===== src/rtl/ysyx_25020047_pkg.sv =====
// ---------------------------------------------------------------------------
// ysyx_25020047_pkg
// Shared definitions for the ysyx_25020047 RV32E core front end:
//   - XLEN / ILEN     : datapath and instruction widths
//   - RESET_PC        : architectural PC after reset
//   - ifu_state_e     : 2-bit IFU fetch state encoding
//   - pc_next_seq()   : sequential PC step (wraps modulo 2^XLEN)
// ---------------------------------------------------------------------------
package ysyx_25020047_pkg;

  localparam int XLEN = 32;
  localparam int ILEN = 32;

  localparam logic [XLEN-1:0] RESET_PC = 32'h8000_0000;

  typedef enum logic [1:0] {
    IFU_IDLE = 2'd0,
    IFU_REQ  = 2'd1,
    IFU_WAIT = 2'd2,
    IFU_HOLD = 2'd3
  } ifu_state_e;

  // Sequential fetch address; the carry out of bit XLEN-1 is dropped so
  // 0xFFFF_FFFC steps to 0x0000_0000.
  function automatic logic [XLEN-1:0] pc_next_seq(input logic [XLEN-1:0] pc);
    return pc + 32'd4;
  endfunction

endpackage


===== src/rtl/ysyx_25020047_ifu.sv =====
// ---------------------------------------------------------------------------
// ysyx_25020047_ifu
// Instruction fetch unit: holds the architectural PC, issues one fetch at a
// time over a valid/ready memory port and presents the returned word to the
// IDU over a valid/ready handshake. EXU redirects (jalr, pc_wen) override the
// sequential pc+4 step in every state.
//
// Ports
//   clk, rst_n          core clock, asynchronous active-low reset
//   imem_req_valid/ready, imem_addr        fetch request channel
//   imem_rsp_valid, imem_rsp_data          fetch response (one pulse/request)
//   inst_valid/ready, inst, inst_pc        instruction to the IDU
//   redirect_valid, redirect_pc            PC write from the EXU
//   perf_fetch_cnt                         IDU handshake counter
//
// Configuration
//   IFU_PERF_CNT_EN  when defined, perf_fetch_cnt exists and counts every
//                    inst_valid && inst_ready handshake (wraps at 2^32).
// ---------------------------------------------------------------------------
module ysyx_25020047_ifu
  import ysyx_25020047_pkg::*;
#(
  parameter logic [XLEN-1:0] PC_RESET = RESET_PC
) (
  input  logic            clk,
  input  logic            rst_n,
  output logic            imem_req_valid,
  input  logic            imem_req_ready,
  output logic [XLEN-1:0] imem_addr,
  input  logic            imem_rsp_valid,
  input  logic [ILEN-1:0] imem_rsp_data,
  output logic            inst_valid,
  input  logic            inst_ready,
  output logic [ILEN-1:0] inst,
  output logic [XLEN-1:0] inst_pc,
  input  logic            redirect_valid,
  input  logic [XLEN-1:0] redirect_pc
`ifdef IFU_PERF_CNT_EN
  ,
  output logic [31:0]     perf_fetch_cnt
`endif
);

  ifu_state_e      r_state;
  ifu_state_e      w_state_nxt;
  logic [XLEN-1:0] r_pc;
  logic [XLEN-1:0] w_pc_nxt;
  // Set when the outstanding response belongs to a fetch made obsolete by a
  // redirect; that response must be swallowed, never shown to the IDU.
  logic            r_drop;
  logic            w_drop_nxt;
  logic            w_latch;
  logic [ILEN-1:0] r_inst;
  logic [XLEN-1:0] r_inst_pc;

  // State register.
  always_ff @(posedge clk or negedge rst_n) begin
    if (!rst_n) begin
      r_state <= IFU_IDLE;
    end else begin
      r_state <= w_state_nxt;
    end
  end

  // Next-state, next-PC and drop-flag logic; redirect beats pc+4 everywhere.
  always_comb begin
    w_state_nxt = r_state;
    w_pc_nxt    = r_pc;
    w_drop_nxt  = r_drop;
    w_latch     = 1'b0;
    case (r_state)
      IFU_IDLE: begin
        w_state_nxt = IFU_REQ;
        if (redirect_valid) begin
          w_pc_nxt = redirect_pc;
        end else begin
          w_pc_nxt = r_pc;
        end
      end
      IFU_REQ: begin
        if (imem_req_ready) begin
          w_state_nxt = IFU_WAIT;
          // Request already left with the old PC: its response is stale.
          if (redirect_valid) begin
            w_pc_nxt   = redirect_pc;
            w_drop_nxt = 1'b1;
          end else begin
            w_drop_nxt = 1'b0;
          end
        end else begin
          if (redirect_valid) begin
            w_pc_nxt = redirect_pc;
          end else begin
            w_pc_nxt = r_pc;
          end
        end
      end
      IFU_WAIT: begin
        if (imem_rsp_valid) begin
          if (r_drop || redirect_valid) begin
            w_state_nxt = IFU_REQ;
            w_drop_nxt  = 1'b0;
          end else begin
            w_state_nxt = IFU_HOLD;
            w_latch     = 1'b1;
          end
          if (redirect_valid) begin
            w_pc_nxt = redirect_pc;
          end else begin
            w_pc_nxt = r_pc;
          end
        end else begin
          if (redirect_valid) begin
            w_pc_nxt   = redirect_pc;
            w_drop_nxt = 1'b1;
          end else begin
            w_pc_nxt = r_pc;
          end
        end
      end
      IFU_HOLD: begin
        if (redirect_valid) begin
          // Held word either transfers this edge or is discarded; both leave.
          w_state_nxt = IFU_REQ;
          w_pc_nxt    = redirect_pc;
        end else if (inst_ready) begin
          w_state_nxt = IFU_REQ;
          w_pc_nxt    = pc_next_seq(r_pc);
        end else begin
          w_state_nxt = IFU_HOLD;
        end
      end
      default: begin
        w_state_nxt = IFU_IDLE;
        w_pc_nxt    = PC_RESET;
        w_drop_nxt  = 1'b0;
      end
    endcase
  end

  // Output decode: handshake valids depend on the state register only.
  always_comb begin
    imem_req_valid = 1'b0;
    inst_valid     = 1'b0;
    case (r_state)
      IFU_REQ: begin
        imem_req_valid = 1'b1;
        inst_valid     = 1'b0;
      end
      IFU_HOLD: begin
        imem_req_valid = 1'b0;
        inst_valid     = 1'b1;
      end
      default: begin
        imem_req_valid = 1'b0;
        inst_valid     = 1'b0;
      end
    endcase
  end

  // PC and drop-flag registers.
  always_ff @(posedge clk or negedge rst_n) begin
    if (!rst_n) begin
      r_pc   <= PC_RESET;
      r_drop <= 1'b0;
    end else begin
      r_pc   <= w_pc_nxt;
      r_drop <= w_drop_nxt;
    end
  end

  // Instruction output latch, loaded only by a live (non-dropped) response.
  always_ff @(posedge clk or negedge rst_n) begin
    if (!rst_n) begin
      r_inst    <= 32'h0;
      r_inst_pc <= 32'h0;
    end else if (w_latch) begin
      r_inst    <= imem_rsp_data;
      r_inst_pc <= r_pc;
    end else begin
      r_inst    <= r_inst;
      r_inst_pc <= r_inst_pc;
    end
  end

  assign imem_addr = r_pc;
  assign inst      = r_inst;
  assign inst_pc   = r_inst_pc;

`ifdef IFU_PERF_CNT_EN
  logic [31:0] r_perf_cnt;

  // Handshake counter; dropped fetches never reach HOLD so are never counted.
  always_ff @(posedge clk or negedge rst_n) begin
    if (!rst_n) begin
      r_perf_cnt <= 32'h0;
    end else if ((r_state == IFU_HOLD) && inst_ready) begin
      r_perf_cnt <= r_perf_cnt + 32'd1;
    end else begin
      r_perf_cnt <= r_perf_cnt;
    end
  end

  assign perf_fetch_cnt = r_perf_cnt;
`endif

endmodule

===== config.mk =====
export PLATFORM = sky130hd
export DESIGN_NAME = ysyx_25020047_ifu
export DESIGN_NICKNAME = d
export VERILOG_FILES = /design/src/rtl/ysyx_25020047_pkg.sv /design/src/rtl/ysyx_25020047_ifu.sv
export SDC_FILE = /design/constraint.sdc
export NUM_CORES = 1
export LEC_CHECK = 0
export BUFFER_PORTS_ARGS = -buffer_cell sky130_fd_sc_hd__clkbuf_2
export CORE_MARGIN = 5
export CORE_UTILIZATION = 44
export CTS_CLUSTER_SIZE = 12
export DETAILED_ROUTE_END_ITERATION = 6
export PLACE_DENSITY = 0.75
export SLEW_MARGIN = 10
export SYNTH_ARGS = -nofsm -noshare
export SYNTH_HDL_FRONTEND = slang
export SYNTH_SLANG_ARGS = --single-unit

===== constraint.sdc =====
create_clock -name clk -period 1.9 [get_ports clk]
set_input_delay 0.19 -clock clk [delete_from_list [all_inputs] [get_ports clk]]
set_output_delay 0.19 -clock clk [all_outputs]
set_load 0.1 [all_outputs]

==> results.json <==
{
  "status": "finished, final reports clean",
  "drc": 0,
  "r2r_slack_ns": 0.19,
  "synth.avg_cell_area_um2": 12.6,
  "max_cap_violations": 0,
  "area_delta_synth_final_pct": 30.0,
  "hpwl_um": 7880,
  "min_period_over_period_pct": 90.2,
  "drv_slew": 0,
  "synth_area_leaders": "dfrtp_1 (56%), mux2_2 (17%), nand2_1 (3.5%)",
  "clkTransAtPathRegs_ns": 0.09,
  "mostFrequentLayoutCell": "clkbuf_2",
  "ff_latch_area_mm2": 0.00252,
  "die_area_mm2": 0.0121,
  "tns_ns": 0,
  "async_reset_ff_share_pct": 100,
  "vias": 3255,
  "synth_nets": 420,
  "layout-drive-gt1-share_pct": 56.7,
  "fin_skew_ns": 0.00832,
  "diodes": 0,
  "arrival_ns": 1.93,
  "drt_wl_total_um": 10300,
  "timing.fmax_mhz": 583,
  "die_h_um": 110,
  "antenna_found_initial": 0,
  "rsz0062_at_grt": "false",
  "worstPathRequired_ns": 2.12,
  "hp-start": "redirect_pc[3]",
  "initial_utilization_pct": 44.9,
  "min_period_ns": 1.71,
  "drtAntennaViolNets": 0,
  "critPathKind": "reg -> reg",
  "synth_ff_type": "dfrtp_1",
  "timing.hold.worst.class": "in -> reg",
  "gp_congestion": 0.775,
  "grt_pass1_vias": 3278,
  "synth_top_area_share_pct": 55.8,
  "ys_warn_count": 0,
  "synth_edf_count": 0,
  "most-common-layout-cells": "clkbuf_2 (166), dfrtp_1 (70), mux2_2 (66)",
  "wl_per_cell_um": 15.6,
  "cp-start-kind": "register",
  "placement.io_buffers": 167,
  "synth.distinct_cells": 35,
  "tightestPinTransition_ns": 0.615,
  "num_rows": 36,
  "cts.sink_count": 99,
  "cp-end-kind": "register",
  "fin_nets": 592,
  "maxSlewHeadroom_pct": 59.0,
  "critPathMaxFanout": 12,
  "final_util_pct": 58.4,
  "hold_viol_final": 0,
  "viasPerCell": 4.94,
  "yosysSeqAreaShare_pct": 56.4,
  "grt_max_degree": 64,
  "netlist_instances": 349,
  "fillCellCount": 867,
  "ctsHtreeMaxLevel": 3,
  "tritoncts": "done",
  "first_iter_violations": 97,
  "core_mm2": 0.00977,
  "cts_buffers": 9,
  "ys_ff_latch": 99,
  "r2r-start": "r_state[1]",
  "grt_pass1_wl_um": 16100,
  "first_pass_iters": 4,
  "grt-ovfl-total": 0,
  "synth_area_mm2": 0.00439,
  "synth_top_area_cell": "dfrtp_1",
  "cts_buffer_depth": 2,
  "cts_setup_buffers": 0,
  "multi_input_area_mm2": 0.00177,
  "die_x_um": 110,
  "gr-usage-all-layers_pct": 17.1,
  "root_buffer": "clkbuf_8",
  "finalSetupViolCount": 0,
  "crit_path_start": "r_state[1]",
  "io_pins": 168,
  "clkLatencyLatePin_ns": 0.35
}
-- metrics by stage --
| stage | cell area (um^2) | std cells | hold slack [ns] | worst slack, ns |
|---|---|---|---|---|
| floorplan | 4440 | 349 | -0.106 | 0.0117 |
| global placement | 5440 | 642 | 0.243 | 0.221 |
| detailed placement | 5440 | 642 | 0.250 | 0.219 |
| CTS | 5710 | 659 | 0.0189 | 0.159 |
| global route | 5710 | 659 | 0.0251 | 0.0660 |
| finish | 5710 | 659 | 0.0376 | 0.186 |
-- registers in the layout, indices dropped and copies added, names as in the netlist --
register	cells
inst	32
inst_pc	32
imem_addr	32
r_drop	1
r_state	2
-- critical path, cell delays in order, from the launching register on --
cell	delay, ns
dfrtp_1	0.44
and3_1	0.25
nand4_4	0.24
nor4_1	0.41
xnor2_1	0.17
o21ai_1	0.07
-- final timing paths --
check / to / depth (start not counted)
min in group asynchronous: inst_pc[16] / 2
max in group asynchronous: imem_addr[31] / 3
max: imem_addr[28] / 5
min: imem_addr[3] / 3
min reg2reg: inst_pc[17] / 1
max reg2reg: imem_addr[28] / 5
-- repair_timing --
action	CTS	global route
hold buffers	1	0
endpoints found under the hold margin	45	0
gates resized for setup	0	0
-- synth_stat cells (6+ instances only) --
master and number:
dfrtp_1 98, mux2_2 66, nand2_1 41, o21ai_0 25
xnor2_1 16, xor2_1 12, nand3_1 11, buf_6 7
nand4_1 7, nor3_1 7, o21ai_1 7, clkbuf_1 6
-- kinds of logic after synthesis --
family,count (synthesis),synth area share [%]
mux,69,17.6
fa+ha+maj,1,0.285
buf+inv,22,3.36
compound gates,35,4.24
xor+xnor,28,5.58
flops,99,56.4
simple gates,95,12.5
-- final cells by class --
cell class / count / area share (%)
flip-flops and latches: 99 / 44.1
multi-input cells: 228 / 31.0
repair buffers: 178 / 17.0
well taps: 133 / 2.91
clock inverters: 6 / 2.39
clock buffers: 10 / 2.23
inverters: 5 / 0.329
-- metal layers --
metal	track usage (%)	up-vias	share of wire, %
met5	0	-	0
met4	5.97	0	1.3
met3	3.82	11	7.3
met2	28.1	113	50
met1	22.4	1568	42
li1	-	1563	-
Power is left out: the tool's default activity adds up to more than one toggle a clock period on the data nets, which glitch-free logic cannot reach.
